==> src/rtl/stream_mux_nto1_if.sv <==
// -----------------------------------------------------------------------------
// stream_mux_nto1_if
// Bundle of all non-clock signals of the N:1 packet-stream multiplexer.
//   mode      : 0 = fixed select, 1 = round-robin arbitration
//   sel       : channel index used in fixed-select mode
//   in_data   : N packed channels, channel c at [c*W +: W]
//   in_valid  : per-channel valid
//   in_last   : per-channel end-of-packet flag
//   in_ready  : per-channel ready (only the locked channel can be ready)
//   out_data  : registered output beat
//   out_valid : registered output valid
//   out_last  : registered output end-of-packet flag
//   out_ready : downstream ready
//   grant     : currently locked or last-locked channel
//   pkt_cnt   : completed-packet counter (zero unless the counter is built in)
// Modports:
//   master : packet sources plus downstream consumer (drives the inputs)
//   slave  : the multiplexer itself
// -----------------------------------------------------------------------------
interface stream_mux_nto1_if #(
    parameter int SEL_W = 2,
    parameter int W     = 8
);
    localparam int N = 1 << SEL_W;

    logic                 mode;
    logic [SEL_W-1:0]     sel;
    logic [N*W-1:0]       in_data;
    logic [N-1:0]         in_valid;
    logic [N-1:0]         in_last;
    logic [N-1:0]         in_ready;
    logic [W-1:0]         out_data;
    logic                 out_valid;
    logic                 out_last;
    logic                 out_ready;
    logic [SEL_W-1:0]     grant;
    logic [15:0]          pkt_cnt;

    modport master (
        output mode, sel, in_data, in_valid, in_last, out_ready,
        input  in_ready, out_data, out_valid, out_last, grant, pkt_cnt
    );

    modport slave (
        input  mode, sel, in_data, in_valid, in_last, out_ready,
        output in_ready, out_data, out_valid, out_last, grant, pkt_cnt
    );
endinterface

==> src/rtl/stream_mux_nto1.sv <==
// -----------------------------------------------------------------------------
// stream_mux_nto1
// N:1 packet-stream multiplexer (N = 2**SEL_W) with a one-entry registered
// output stage. A channel is picked in IDLE either by the external select or by
// round-robin search, then stays locked until its last beat is accepted.
// Ports:
//   clk  : single clock, rising edge
//   rst  : asynchronous, active-high reset
//   bus  : stream_mux_nto1_if.slave, all handshake/data/status signals
// Optional feature:
//   STREAM_MUX_PKTCNT_EN : when defined, pkt_cnt counts output beats that carry
//                          last (16-bit, wrapping). When undefined pkt_cnt is 0.
// -----------------------------------------------------------------------------
module stream_mux_nto1 #(
    parameter int SEL_W = 2,
    parameter int W     = 8
) (
    input  logic                clk,
    input  logic                rst,
    stream_mux_nto1_if.slave    bus
);
    localparam int N = 1 << SEL_W;

    typedef enum logic [0:0] {
        ST_IDLE = 1'b0,
        ST_BUSY = 1'b1
    } state_e;

    state_e           state_q, state_d;
    logic [SEL_W-1:0] grant_q, grant_d;
    logic [SEL_W-1:0] ptr_q, ptr_d;
    logic             out_valid_q, out_valid_d;
    logic             out_last_q, out_last_d;
    logic [W-1:0]     out_data_q, out_data_d;

    logic [N-1:0]     in_ready_s;
    logic             out_free_s;
    logic             accept_s;
    logic [W-1:0]     grant_data_s;
    logic             grant_last_s;
    logic [SEL_W:0]   rr_result_s;

    // Search ptr+1 .. ptr+N (mod N); MSB of the result flags a hit.
    function automatic logic [SEL_W:0] rr_search(input logic [SEL_W-1:0] ptr,
                                                 input logic [N-1:0]     valid);
        logic [SEL_W-1:0] cand;
        logic [SEL_W-1:0] pick;
        logic             found;
        found = 1'b0;
        pick  = '0;
        for (int i = 1; i <= N; i++) begin
            cand  = ptr + SEL_W'(i);
            pick  = (!found && valid[cand]) ? cand : pick;
            found = found | valid[cand];
        end
        return {found, pick};
    endfunction

    assign out_free_s   = !out_valid_q || bus.out_ready;
    assign grant_data_s = bus.in_data[int'(grant_q)*W +: W];
    assign grant_last_s = bus.in_last[grant_q];
    assign accept_s     = bus.in_valid[grant_q] && in_ready_s[grant_q];
    assign rr_result_s  = rr_search(ptr_q, bus.in_valid);

    // Ready is offered only to the locked channel, and only if the output slot frees up.
    always_comb begin
        in_ready_s = '0;
        for (int c = 0; c < N; c++) begin
            in_ready_s[c] = (state_q == ST_BUSY) && (SEL_W'(c) == grant_q) && out_free_s;
        end
    end

    // Arbitration / lock FSM next-state logic.
    always_comb begin
        state_d = state_q;
        grant_d = grant_q;
        ptr_d   = ptr_q;
        case (state_q)
            ST_IDLE: begin
                if (bus.mode == 1'b0) begin
                    if (bus.in_valid[bus.sel]) begin
                        grant_d = bus.sel;
                        state_d = ST_BUSY;
                    end else begin
                        state_d = ST_IDLE;
                    end
                end else begin
                    if (rr_result_s[SEL_W]) begin
                        grant_d = rr_result_s[SEL_W-1:0];
                        ptr_d   = rr_result_s[SEL_W-1:0];
                        state_d = ST_BUSY;
                    end else begin
                        state_d = ST_IDLE;
                    end
                end
            end
            ST_BUSY: begin
                if (accept_s && grant_last_s) begin
                    state_d = ST_IDLE;
                end else begin
                    state_d = ST_BUSY;
                end
            end
            default: begin
                state_d = ST_IDLE;
            end
        endcase
    end

    // Output register: load on an accepted beat, otherwise drop valid once drained.
    always_comb begin
        out_valid_d = out_valid_q;
        out_data_d  = out_data_q;
        out_last_d  = out_last_q;
        if (accept_s) begin
            out_valid_d = 1'b1;
            out_data_d  = grant_data_s;
            out_last_d  = grant_last_s;
        end else if (out_valid_q && bus.out_ready) begin
            out_valid_d = 1'b0;
        end else begin
            out_valid_d = out_valid_q;
        end
    end

    // State, grant, pointer and output-stage registers.
    always_ff @(posedge clk or posedge rst) begin
        if (rst) begin
            state_q     <= ST_IDLE;
            grant_q     <= '0;
            ptr_q       <= SEL_W'(N - 1);
            out_valid_q <= 1'b0;
            out_data_q  <= '0;
            out_last_q  <= 1'b0;
        end else begin
            state_q     <= state_d;
            grant_q     <= grant_d;
            ptr_q       <= ptr_d;
            out_valid_q <= out_valid_d;
            out_data_q  <= out_data_d;
            out_last_q  <= out_last_d;
        end
    end

`ifdef STREAM_MUX_PKTCNT_EN
    logic [15:0] pkt_cnt_q;

    // Completed-packet counter, advanced when a last beat leaves the output stage.
    always_ff @(posedge clk or posedge rst) begin
        if (rst) begin
            pkt_cnt_q <= 16'd0;
        end else if (out_valid_q && bus.out_ready && out_last_q) begin
            pkt_cnt_q <= pkt_cnt_q + 16'd1;
        end else begin
            pkt_cnt_q <= pkt_cnt_q;
        end
    end

    assign bus.pkt_cnt = pkt_cnt_q;
`else
    assign bus.pkt_cnt = 16'd0;
`endif

    assign bus.in_ready  = in_ready_s;
    assign bus.out_data  = out_data_q;
    assign bus.out_valid = out_valid_q;
    assign bus.out_last  = out_last_q;
    assign bus.grant     = grant_q;

endmodule

==> src/flat_wrapper.sv <==
// flat-port wrapper written by rule: the top's interface ports become plain ports
module stream_mux_nto1_flat 
#(
    parameter int SEL_W = 2,
    parameter int W     = 8
)
  (clk, rst, bus_mode, bus_sel, bus_in_data, bus_in_valid, bus_in_last, bus_out_ready, bus_in_ready, bus_out_data, bus_out_valid, bus_out_last, bus_grant, bus_pkt_cnt);
  stream_mux_nto1_if #(.SEL_W(SEL_W), .W(W)) bus_i ();
  input  logic clk;
  input  logic rst;
  input wire logic [$bits(bus_i.mode)-1:0] bus_mode;
  input wire logic [$bits(bus_i.sel)-1:0] bus_sel;
  input wire logic [$bits(bus_i.in_data)-1:0] bus_in_data;
  input wire logic [$bits(bus_i.in_valid)-1:0] bus_in_valid;
  input wire logic [$bits(bus_i.in_last)-1:0] bus_in_last;
  input wire logic [$bits(bus_i.out_ready)-1:0] bus_out_ready;
  output wire logic [$bits(bus_i.in_ready)-1:0] bus_in_ready;
  output wire logic [$bits(bus_i.out_data)-1:0] bus_out_data;
  output wire logic [$bits(bus_i.out_valid)-1:0] bus_out_valid;
  output wire logic [$bits(bus_i.out_last)-1:0] bus_out_last;
  output wire logic [$bits(bus_i.grant)-1:0] bus_grant;
  output wire logic [$bits(bus_i.pkt_cnt)-1:0] bus_pkt_cnt;
  assign bus_i.mode = bus_mode;
  assign bus_i.sel = bus_sel;
  assign bus_i.in_data = bus_in_data;
  assign bus_i.in_valid = bus_in_valid;
  assign bus_i.in_last = bus_in_last;
  assign bus_i.out_ready = bus_out_ready;
  assign bus_in_ready = bus_i.in_ready;
  assign bus_out_data = bus_i.out_data;
  assign bus_out_valid = bus_i.out_valid;
  assign bus_out_last = bus_i.out_last;
  assign bus_grant = bus_i.grant;
  assign bus_pkt_cnt = bus_i.pkt_cnt;
  stream_mux_nto1 #(.SEL_W(SEL_W), .W(W)) u_core (.clk(clk), .rst(rst), .bus(bus_i));
endmodule
==> config.mk <==
export PLATFORM = sky130hd
export DESIGN_NAME = stream_mux_nto1_flat
export DESIGN_NICKNAME = d
export VERILOG_FILES = /design/src/rtl/stream_mux_nto1_if.sv /design/src/rtl/stream_mux_nto1.sv /design/src/flat_wrapper.sv
export SDC_FILE = /design/constraint.sdc
export NUM_CORES = 1
export LEC_CHECK = 0
export ABC_AREA = 1
export CAP_MARGIN = 20
export CORE_AREA = 5 5 59 48
export CTS_CLUSTER_DIAMETER = 30
export DETAILED_ROUTE_END_ITERATION = 8
export DIE_AREA = 0 0 64 53
export DONT_BUFFER_PORTS = 1
export GPL_TIMING_DRIVEN = 0
export PLACE_DENSITY = 0.8
export SLEW_MARGIN = 20
export SYNTH_ARGS = -nofsm -noshare
export SYNTH_HDL_FRONTEND = slang
export SYNTH_SLANG_ARGS = --single-unit
==> constraint.sdc <==
create_clock -name clk -period 3.7 [get_ports clk]
set_input_delay 1.11 -clock clk [delete_from_list [all_inputs] [get_ports clk]]
set_output_delay 1.11 -clock clk [all_outputs]
set_load 0.005 [all_outputs]
==> key figures <==
Clocking
  • # clock sinks: 15
  • CTS max path bufs: 2
  • Post-CTS Setup Repair Bufs: 0
  • Clock Latency Late Sink: approximately 0.28 ns
  • H-tree depth: 1
  • Clock transition at the registers of the reported paths: 0.09 ns
  • Hold_buf cts: 0
  • CTS tree: done
  • CTS buffer count: 3
  • CTS root buffer: clkbuf_4
  • Cts repair resizes: 0

Hold path
  • Min-Delay Path Class: reg2reg
  • Hold endpoint: u_core.bus.out_data[7]
  • Hold path depth: 2
  • Min-delay src: u_core.bus.out_data[7]

Critical path
  • Slowest-stage cell, CP: nor2_1
  • R2r setup slk: 2.00 ns
  • Buffers and inverters on the worst path: 0
  • Critical path origin: bus_out_ready
  • Worst Path Required: 2.59 ns
  • Family with the most delay on the worst path: simple AND/OR/NAND/NOR gates
  • Worst R2R Start: u_core.bus.grant[0]
  • Crit end category: primary output
  • Cells on worst reg2reg path: 8
  • Crit path DAT: 1.51 ns
  • WS Path Type: in2out
  • Setup crit start kind: input port
  • Crit path max fanout: 5
  • Crit path cell chain: nor2_1 -> nor3_1
  • CP max stage delay: 0.27 ns
  • Worst r2r dst: u_core.bus.out_last

Power and ir drop
  • Leakage power: between 0.8 and 0.9 nW
  • Pwr dens: 818.7 nW/µm²
  • Worst vdd ir: 0.5229 mV
  • Pwr Total: roughly 1.2 mW

Yosys
  • Main combinational cell family by area after synthesis: simple AND/OR/NAND/NOR gates
  • Compound-Gate Fraction of Synth Area: 15.99%
  • Post-synthesis instance total: 210
  • Syn_area_per_cell: ~6.6 µm²
  • Post-synthesis adder-cell area fraction: 0%
  • Count of different cell masters after synthesis: 29
  • Ys Warns: 0
  • Synth Area in XOR/XNOR: 0%
  • Post-synthesis sequential area ratio: 27.13%
  • Synth async-reset ratio: 100.0%
  • Yosys reg bits: 15
  • Mux contribution to synthesized area: 0%
  • Post-Synth Simple-Gate Area: about two fifths
  • Number of synthesized flops with an enable pin: 0
  • Top FF cell, synth: dfrtp_1
  • Mapped cell area: about 1400 µm²

Drt
  • Per-cell routed wire length: approximately 14 µm
  • Remaining DRCs: 0
  • Pre-Repair DR Iteration Count: 4
  • Post-DR vias/cell: about 5.5
  • Vias: 1404
  • Final WL: 3.638 mm
  • Number of nets with antenna violations after routing: 0
  • Initial DRC count: 103

Place
  • Port bufs: 0
  • Detailed Place HPWL: 3.043 mm
  • Post-placement cell count: 250
  • GP Congestion: ~0.89
  • Pre-CTS setup slack: roughly 1.1 ns

Timing
  • Hold slack: 0.5192 ns
  • Setup TNS: 0 ns
  • Final setup vio count: 0
  • Fin crit period: 2.619 ns
  • Worst slew pin tran: around 0.56 ns
  • Period utilization: 70.77%
  • RSZ-0062 raised after global routing: false
  • Slew margin rel.: between 60 and 70%
  • Setup WS post-layout: 1.081 ns
  • Fmax achieved: 381.9 MHz
  • Hold Fails Final Rpt: 0
  • Final Skew: 0.003203 ns
  • Slew Limit Fails: 0

Die
  • Die Y: 53 µm
  • Die X-Extent: 64 µm
  • Num ports: 78
  • Die area: 3392 µm²
  • Core area: 2196 µm²
  • Std-Cell Rows: 15
  • Starting Density: 63.42%

Finish
  • # diodes: 0
  • Share of layout cells above drive strength 1: between 20% and 30%
  • Synth-to-Final Area Change: 8.176%
  • Cell Count, Final, Fillers Out: 254
  • Final net count: approximately 280

Global route
  • Number of global-route vias before repair: ~1300
  • Pin count of the biggest net entering global routing: 16
  • GRT overflow: 0
  • Global-route wire length before repair: 5.754 mm
  • Total track usage: a little over a fifth
  • Initial antenna violation count: 0

Outcome
  • Outcome: finished clean

Job
  • Max_cap viols: 0
sequential cells by signal, summed over array words and instances, names as in the netlist:
register and cells:
u_core.ptr_q 2, u_core.bus.out_valid 1, u_core.bus.out_last 1, u_core.state_q 1, u_core.bus.out_data 8, u_core.bus.grant 2
cell type report:
class / instances / area [µm²]
multi-input combinational: 170 / 833.3
fill: 189 / 689.4
sequential: 15 / 377.9
buffer: 20 / 161.4
inverter: 20 / 76.32
tap: 25 / 31.28
clock buffer: 4 / 26.28
report_power, final:
| part | switching (mW) | internal [mW] |
|---|---|---|
| registers | 0.0776 | 0.249 |
| logic | 0.521 | 0.294 |
| clock network | 0.0499 | 0.0418 |
| total | 0.648 | 0.585 |
cell usage in the layout, fill, tap and decap left out, drive strengths merged:
| cell | netlist | layout |
|---|---|---|
| nand2 | 95 | 95 |
| buf | 20 | 20 |
| inv | 18 | 18 |
| conb | 1 | 16 |
| dfrtp | 13 | 13 |
| nand3 | 13 | 13 |
| o21ai | 13 | 13 |
| nor2 | 11 | 11 |
| a221oi | 8 | 8 |
| clkbuf | 0 | 4 |
| a21oi | 3 | 3 |
| nand4 | 3 | 3 |
| nor3 | 3 | 3 |
| dfstp | 2 | 2 |
| clkinv | 2 | 2 |
| a22oi | 2 | 2 |
| o221ai | 1 | 1 |
| nor4 | 1 | 1 |
| o21a | 1 | 1 |
Yosys cell counts (2+ instances only):
master	n	area (µm²)
buf_4	17	127.6
inv_1	11	41.29
o21ai_0	2	10.01
nand2_1	87	326.6
o21ai_2	8	70.07
nand3_1	12	60.06
inv_2	7	26.28
nor3_1	3	15.01
dfrtp_1	13	325.3
o21ai_1	3	15.01
nand2_2	7	43.79
a221oi_1	8	70.07
buf_6	3	33.78
nor2_4	2	22.52
a21oi_1	3	15.01
nor2_1	8	30.03
nand4_1	3	18.77
dfstp_2	2	52.55
routing by layer:
layer  up-vias  track usage [%]  part of all wire, %
li1        685                -                    -
met1       640            26.81                   41
met2        77            35.45                   48
met3         2            8.493                   11
met4         0            4.152                 0.49
met5         -                0                    0
how the worst max path moves through the flow:
stage	endpoint	cells after the start	slack [ns]
final	bus_in_ready[2]	2	1.08
after global placement	bus_in_ready[2]	2	1.08
after floorplan	bus_in_ready[2]	2	1.18
after detailed placement	bus_in_ready[2]	2	1.07
after global routing	bus_in_ready[3]	2	1.02
after CTS	bus_in_ready[2]	2	1.07
cell families after synthesis:
logic type             Yosys count
and+or+nand+nor                126
other                            1
buffers and inverters           40
AOI/OAI and AO/OA               28
DFF                             15
per-stage QoR:
stage	utilization [%]	instance area, µm²
after floorplan	-	1449
after global placement	67.41	1480
after detailed placement	67.41	1480
after CTS	68.60	1506
after global routing	68.60	1506
final	68.60	1506
Power figures use the tool's default switching activity.
